## config.mk

```make
export PLATFORM = sky130hd
export DESIGN_NAME = touch_adc_responder
export DESIGN_NICKNAME = d
export VERILOG_FILES = /design/src/rtl/touch_adc_responder.sv
export SDC_FILE = /design/constraint.sdc
export NUM_CORES = 1
export LEC_CHECK = 0
export CAP_MARGIN = 30
export CORE_MARGIN = 2
export CORE_UTILIZATION = 35
export CTS_CLUSTER_DIAMETER = 60
export DETAILED_ROUTE_END_ITERATION = 10
export HOLD_SLACK_MARGIN = 0.1
export PLACE_DENSITY = 0.62
export RECOVER_POWER = 50
export SLEW_MARGIN = 20
export SYNTH_ARGS = -nofsm -noshare
export SYNTH_HDL_FRONTEND = slang
export SYNTH_SLANG_ARGS = --single-unit
```

## constraint.sdc

```tcl
create_clock -name cclk -period 2.5 [get_ports cclk]
set_input_delay 0.5 -clock cclk [delete_from_list [all_inputs] [get_ports cclk]]
set_output_delay 0.5 -clock cclk [all_outputs]
set_load 0.05 [all_outputs]
```

## src/rtl/touch_adc_responder.sv

```systemverilog
// Chip-side model of a serial touch-screen ADC: decodes the master's control byte,
// flags a one-period conversion, then shifts back a snapshotted 12- or 8-bit sample.
module touch_adc_responder #(
  parameter int SYNC_STAGES = 2
) (
  input  logic        cclk,
  input  logic        rstb,
  input  logic        touch_clk,
  input  logic        touch_csb,
  input  logic        touch_data_in,
  output logic        touch_data_out,
  output logic        touch_busy,
  input  logic [11:0] x_val,
  input  logic [11:0] y_val,
  input  logic [11:0] z1_val,
  input  logic [11:0] z2_val,
  output logic [7:0]  cmd_byte,
  output logic        cmd_valid
);

  typedef enum logic [2:0] {
    IDLE, WAIT_S, CMD, CMD_DONE, CONV, SHIFT, TAIL
  } state_t;

  logic [SYNC_STAGES-1:0] clk_sync_q, csb_sync_q, din_sync_q;
  logic                   clk_a_q, clk_b_q, csb_a_q, din_a_q;

  // csb chain resets high so a released reset never looks like a selected frame.
  always_ff @(posedge cclk or negedge rstb) begin
    if (!rstb) begin
      clk_sync_q <= '0;
      csb_sync_q <= '1;
      din_sync_q <= '0;
      clk_a_q    <= 1'b0;
      clk_b_q    <= 1'b0;
      csb_a_q    <= 1'b1;
      din_a_q    <= 1'b0;
    end else begin
      clk_sync_q <= {clk_sync_q[SYNC_STAGES-2:0], touch_clk};
      csb_sync_q <= {csb_sync_q[SYNC_STAGES-2:0], touch_csb};
      din_sync_q <= {din_sync_q[SYNC_STAGES-2:0], touch_data_in};
      clk_a_q    <= clk_sync_q[SYNC_STAGES-1];
      clk_b_q    <= clk_a_q;
      csb_a_q    <= csb_sync_q[SYNC_STAGES-1];
      din_a_q    <= din_sync_q[SYNC_STAGES-1];
    end
  end

  logic rise, fall;
  assign rise = clk_a_q & ~clk_b_q;
  assign fall = ~clk_a_q & clk_b_q;

  state_t      state_q, state_d;
  logic [6:0]  cmd_sr_q, cmd_sr_d;
  logic [2:0]  bit_cnt_q, bit_cnt_d;
  logic [11:0] sample_q, sample_d;
  logic [3:0]  rem_q, rem_d;
  logic        dout_q, dout_d;
  logic        busy_q, busy_d;
  logic [7:0]  cmd_byte_q, cmd_byte_d;
  logic        cmd_valid_q, cmd_valid_d;

  logic [7:0]  new_byte;
  logic [11:0] chan_val;

  assign new_byte = {cmd_sr_q, din_a_q};

  always_comb begin
    case (new_byte[6:4])
      3'b101:  chan_val = x_val;
      3'b001:  chan_val = y_val;
      3'b011:  chan_val = z1_val;
      3'b100:  chan_val = z2_val;
      default: chan_val = 12'h000;
    endcase
  end

  always_comb begin
    // NOTE: every _d signal takes a default first, so no branch can infer a latch.
    state_d     = state_q;
    cmd_sr_d    = cmd_sr_q;
    bit_cnt_d   = bit_cnt_q;
    sample_d    = sample_q;
    rem_d       = rem_q;
    dout_d      = dout_q;
    busy_d      = busy_q;
    cmd_byte_d  = cmd_byte_q;
    cmd_valid_d = 1'b0;

    if (csb_a_q) begin
      state_d   = IDLE;
      cmd_sr_d  = '0;
      bit_cnt_d = '0;
      sample_d  = '0;
      rem_d     = '0;
      dout_d    = 1'b0;
      busy_d    = 1'b0;
    end else begin
      case (state_q)
        IDLE: state_d = WAIT_S;
        // TAIL accepts a fresh start bit exactly like WAIT_S; leading zeros are skipped.
        WAIT_S, TAIL: begin
          if (rise && din_a_q) begin
            cmd_sr_d  = 7'h01;
            bit_cnt_d = 3'd1;
            state_d   = CMD;
          end
        end
        CMD: begin
          if (rise) begin
            cmd_sr_d  = new_byte[6:0];
            bit_cnt_d = bit_cnt_q + 3'd1;
            if (bit_cnt_q == 3'd7) begin
              cmd_byte_d  = new_byte;
              cmd_valid_d = 1'b1;
              sample_d    = new_byte[3] ? {chan_val[11:4], 4'h0} : chan_val;
              state_d     = CMD_DONE;
            end
          end
        end
        CMD_DONE: begin
          if (fall) begin
            busy_d  = 1'b1;
            state_d = CONV;
          end
        end
        CONV: begin
          if (fall) begin
            busy_d   = 1'b0;
            dout_d   = sample_q[11];
            sample_d = {sample_q[10:0], 1'b0};
            rem_d    = cmd_byte_q[3] ? 4'd7 : 4'd11;
            state_d  = SHIFT;
          end
        end
        SHIFT: begin
          if (fall) begin
            if (rem_q != 4'd0) begin
              dout_d   = sample_q[11];
              sample_d = {sample_q[10:0], 1'b0};
              rem_d    = rem_q - 4'd1;
            end else begin
              dout_d  = 1'b0;
              state_d = TAIL;
            end
          end
        end
        default: state_d = IDLE;
      endcase
    end
  end

  // NOTE: sequential state is updated with non-blocking assignments only.
  always_ff @(posedge cclk or negedge rstb) begin
    if (!rstb) begin
      state_q     <= IDLE;
      cmd_sr_q    <= '0;
      bit_cnt_q   <= '0;
      sample_q    <= '0;
      rem_q       <= '0;
      dout_q      <= 1'b0;
      busy_q      <= 1'b0;
      cmd_byte_q  <= '0;
      cmd_valid_q <= 1'b0;
    end else begin
      state_q     <= state_d;
      cmd_sr_q    <= cmd_sr_d;
      bit_cnt_q   <= bit_cnt_d;
      sample_q    <= sample_d;
      rem_q       <= rem_d;
      dout_q      <= dout_d;
      busy_q      <= busy_d;
      cmd_byte_q  <= cmd_byte_d;
      cmd_valid_q <= cmd_valid_d;
    end
  end

  assign touch_data_out = dout_q;
  assign touch_busy     = busy_q;
  assign cmd_byte       = cmd_byte_q;
  assign cmd_valid      = cmd_valid_q;

endmodule
```

# After elaboration in Yosys (flattened, before gate mapping)
# Index checks and enable logic that the tools add are counted.
[classes]
add_sub_neg = 2
mux = 45
bitwise_logic = 5
n_eq_ne = 19
n_reduce_logical = 15
[ops]
columns = ["op", "count"]
rows = [
  ["$mux 12", 6],
  ["$pmux 12 s4", 1],
  ["$pmux 12 s3", 1],
  ["$mux 3", 11],
  ["$mux 4", 6],
  ["$ne 3x3->1 const B", 8],
  ["$mux 7", 3],
  ["$eq 3x3->1 const B", 6],
  ["$pmux 3 s6", 1],
  ["$pmux 7 s2", 1],
  ["$mux 1", 11],
  ["$eq 3x2->1 const B", 3],
  ["$reduce_and 3->1", 3],
  ["$reduce_bool 3->1", 3],
  ["$pmux 4 s2", 1],
  ["$reduce_and 4->1", 2],
  ["$reduce_bool 4->1", 2],
  ["$reduce_and 7->1", 1],
  ["$eq 3x1->1 const B", 2],
  ["$pmux 3 s2", 1],
  ["$reduce_and 6->1", 1],
  ["$pmux 1 s2", 2],
  ["$sub 4x1->4 const B", 1],
  ["$add 3x1->3 const B", 1],
  ["other kinds (5)", 8],
]
[totals]
out_inout_bits = 11
reg_bits = 50
elab_cells = 102
inputBits = 53

# Logic depth before layout (Yosys ltp)
[logic_depth]
depth_word = 7
depth_mapped = 8
ltp_nobuf = 6

# Least setup slack after synthesis
# No wires, ideal clock.
[synth_path]
path_type = "register to register"
startpoint = "register state_q[0]"
endpoint = "register cmd_byte_q[0], in the netlist cmd_byte[0]"
path_stages_with_launch = 7
arrival_time_ps = 1688
synth_period_minus_slack_ps = 1813
path_buffers = 0
required_ps = 2375
setup_time_ps = 125
path_slack_ps = 687
cell_sequence = "dfrtp_1 > inv_1 > ha_1 > and2b_1 > nand3_1 > nor2_4 > mux2_2"
[synth_between]
elab_chain_len = 2
[synth_lines]
columns = ["element", "line_no", "source"]
rows = [
  ["start: declaration", "53", "state_t state_q, state_d;"],
  ["start signal: assignment", "166", "state_q <= state_d;"],
  ["$eq 3x2->1", "99", "case (state_q)"],
  ["$reduce_and 4->1 (no source line)", "n/a", ""],
  ["end signal: assignment", "173", "cmd_byte_q <= cmd_byte_d;"],
  ["end: declaration", "60", "logic [7:0] cmd_byte_q, cmd_byte_d;"],
]
# Every way passes these cells.
# A chain may end at the register's enable or synchronous reset.

# Worst setup path after layout
[layout_path]
startpoint = "register state_q[0]"
endpoint = "register sample_q[0]"
[layout_between]
elab_chain_len = 3
elab_cells_between_ends = 12
classes_between = "eq/ne (8); mux (2); reduce/logical (2)"
[layout_lines]
columns = ["element", "line_no", "source"]
rows = [
  ["$eq 3x3->1 / $eq 3x2->1 (equally long branches)", "99", ""],
  ["$ne 3x3->1 (no source line) (tied with other cells)", "n/a", ""],
  ["$reduce_and 6->1 (no source line) / $mux 12 (equally long branches)", "n/a", ""],
  ["end signal: assignment", "169", "sample_q <= sample_d;"],
  ["end: declaration", "56", "logic [11:0] sample_q, sample_d;"],
]
# Several ways; a longest one is shown, not always the timed one.

==> metrics.txt <==
outcome finished, violations left; violations in the final reports max-capacitance violations, max-slew violations; largest area contributor in the netlist dfrtp_1; clk sinks 50; DRT Pass-1 Iters 4; clk slew on worst S/H paths roughly 90 ps; top post-synthesis cells by count dfrtp_1 (47), a21oi_1 (46), o21ai_0 (18); Yosys top cell area share 39.7%; Final ANT Viol Nets 0; # setup viols final 0; Max VDD drop 0.000319 V; Fmax 465 MHz; Seq pwr share 45.8%; CP Data Required Time 2690 ps; most common cell in the synthesized netlist dfrtp_1; GPL Wtd Cong approximately 0.8; worst clock skew roughly 12 ps; Net Sw Frac around a third; Tot GR Track Use 16.5%; Synth Area per Inst 10.1 µm²; Initial Util 36.0%; IO Count 64; Slowest Stage Delay on Critical Path between 400 and 500 ps; pwr/cell area 511 mW/mm²; Placeable Area 0.00822 mm²; Pleak about 1.4 nW; post-DP HPWL 5440 µm; post-synth cell types 55; CTS resizes 0; Post-CTS Setup Repair Bufs 0; Gate Count Post-Synth 292; Area growth syn-to-layout 27.7%; maximum number of pins on one net before global-route repair 31; RSZ-0062 raised after global routing false; clock latency on the worst-skew pair 300 ps; max_cap viols 1; Num CTS Buffers 5; crit share post-route 86.0%; Top Usage Layer GRT met2; Post-CTS Hold Buffers 0; vias per cell 5.59; number of I/O port buffers 63; Worst-Margin Slew about 1700 ps; number of global-route vias before repair 2426; Die ar. about 0.0092 mm²; met2 usage 25.5%; Async S/R FF share, synth between 90% and 100%; worst path arrival time about 2300 ps; Final Hold Viols 0; Slew Viols, Final 31; slew margin rel. -11.6%; top_reg_cell synth dfrtp_1; crit path max fanout 17; chip width 96.0 µm; YS warnings 0; met1 usage 23.7%; CTS Buffer Depth 2; Comb pwr share 29.2%; root buffer cell clkbuf_8; Crit Path Class reg2reg; EDFF count, synth 0; drc violations 0; final layout net count ~410; Die Ht 96.0 µm; Final Critical Period between 2000 and 2500 ps; First DRT Iteration DRCs 95; register area share after synthesis 42.4%; layout cells sized above 1 12.2%; final wirelength approximately 7500 µm; CP max-delay cell a32oi_4; Startpoint Class flop; WL/cell ~16 µm; htree depth 2; ranking of synthesized cells by area dfrtp_1 (40%), a21oi_1 (7.8%), mux2i_1 (5.4%), a211o_1 (5.0%), mux2_2 (3.8%); critical-path cell list inv_1 -> ha_1 -> o21a_1 -> a32oi_4 -> nor2_1 -> a32o_1; Syn Std Cell Area 0.00296 mm²; TNS Setup 0 ps; CTS tree done; Critical Path Sink Type flop; via count 2554; clock share of power 24.9%; worst hold path class reg2reg; grt total ovfl 0; antenna violations before repair 0; net switching power 649 µW; Cell Rows 33; total power 1.93 mW; Yosys reg bits 50; M3 GR Usage 3.21%; post-synthesis net count 353; first-pass GRT wire length 12000 µm; Pint 1.28 mW; Antenna Cells 0
## flip-flops by register name, indices dropped and copies added (netlist names), 3 cells and up
| name | cells |
|---|---|
| sample_q | 12 |
| cmd_byte | 8 |
| cmd_sr_q | 7 |
| rem_q | 4 |
| bit_cnt_q | 3 |
| state_q | 3 |
## layer usage
metal	vias up	wire, µm	share of wire [%]
li1	1236	-	-
met1	1214	3400	45
met2	94	3470	46
met3	10	505	6.8
met4	0	104	1.4
met5	-	0	0
## cell usage in the layout (no fill, tap or decap), types with 10 or more instances in the layout
master | synthesis | final
o21ai_0 | 18 | 18
mux2_2 | 10 | 10
a211o_1 | 17 | 17
dfrtp_1 | 47 | 47
buf_4 | 4 | 11
mux2i_1 | 16 | 16
a21oi_1 | 46 | 46
clkdlybuf4s50_1 | 0 | 59
## cell type report
type | instances | area [µm²]
multi-input cells | 210 | 1560
clock buffers | 6 | 72.6
fillers | 768 | 4440
inverters | 8 | 30.0
repair buffers | 76 | 714
clock inverters | 2 | 17.5
well taps | 105 | 131
flip-flops and latches | 50 | 1250
## power groups by stage
stage / logic (mW) / registers [mW] / clock network [mW]
after detailed placement: 0.564 / 0.902 / 0
after floorplan: 0.355 / 0.900 / 0
after CTS: 0.567 / 0.886 / 0.495
final: 0.565 / 0.886 / 0.481
after global placement: 0.557 / 0.900 / 0
after global routing: 0.620 / 0.893 / 0.530
## cells by family (layout without fill, tap and decap cells)
family / Yosys count / after routing / share of synthesized area, %
compound gates: 127 / 127 / 29.9
flops: 50 / 50 / 42.4
simple gates: 49 / 49 / 10.2
buf+inv: 32 / 92 / 4.94
mux: 26 / 26 / 9.21
fa+ha+maj: 8 / 8 / 3.38
## metrics by stage
step / utilization (%) / instances / hold WS, ps / worst slack, ps / instance area [µm²]
2_1_floorplan: - / 292 / 204 / 687 / 2960
3_3_place_gp: 45.0 / 449 / 333 / 443 / 3700
3_5_place_dp: 45.0 / 449 / 335 / 385 / 3700
4_1_cts: 46.1 / 457 / 247 / 360 / 3790
5_1_grt: 46.0 / 457 / 359 / 204 / 3780
6_report: 46.0 / 457 / 353 / 349 / 3780
## worst paths after layout
| kind | start | endpoint | slack, ps | cells after the start |
|---|---|---|---|---|
| setup / recovery | state_q[0]$_DFFE_PN0P_ | sample_q[0]$_DFFE_PN0P_ | 350 | 6 |
| hold / removal | clk_sync_q[1]$_DFF_PN0_ | clk_a_q$_DFF_PN0_ | 350 | 0 |
| setup reg to reg | state_q[0]$_DFFE_PN0P_ | sample_q[0]$_DFFE_PN0P_ | 350 | 6 |
| hold reg to reg | clk_sync_q[1]$_DFF_PN0_ | clk_a_q$_DFF_PN0_ | 350 | 0 |
| max in group asynchronous | rstb | cmd_byte[3]$_DFFE_PN0P_ | 620 | 2 |
| min in group asynchronous | rstb | cmd_valid$_DFF_PN0_ | 610 | 1 |
## worst max-delay path: cells and delay by family, from the launching register on
family          cells  cell delay (ps)
compound gates      3             1100
fa+ha+maj           1              260
buf+inv             1               90
flops               1              400
simple gates        1              180
Note: power is estimated with default switching activity, not from simulation.
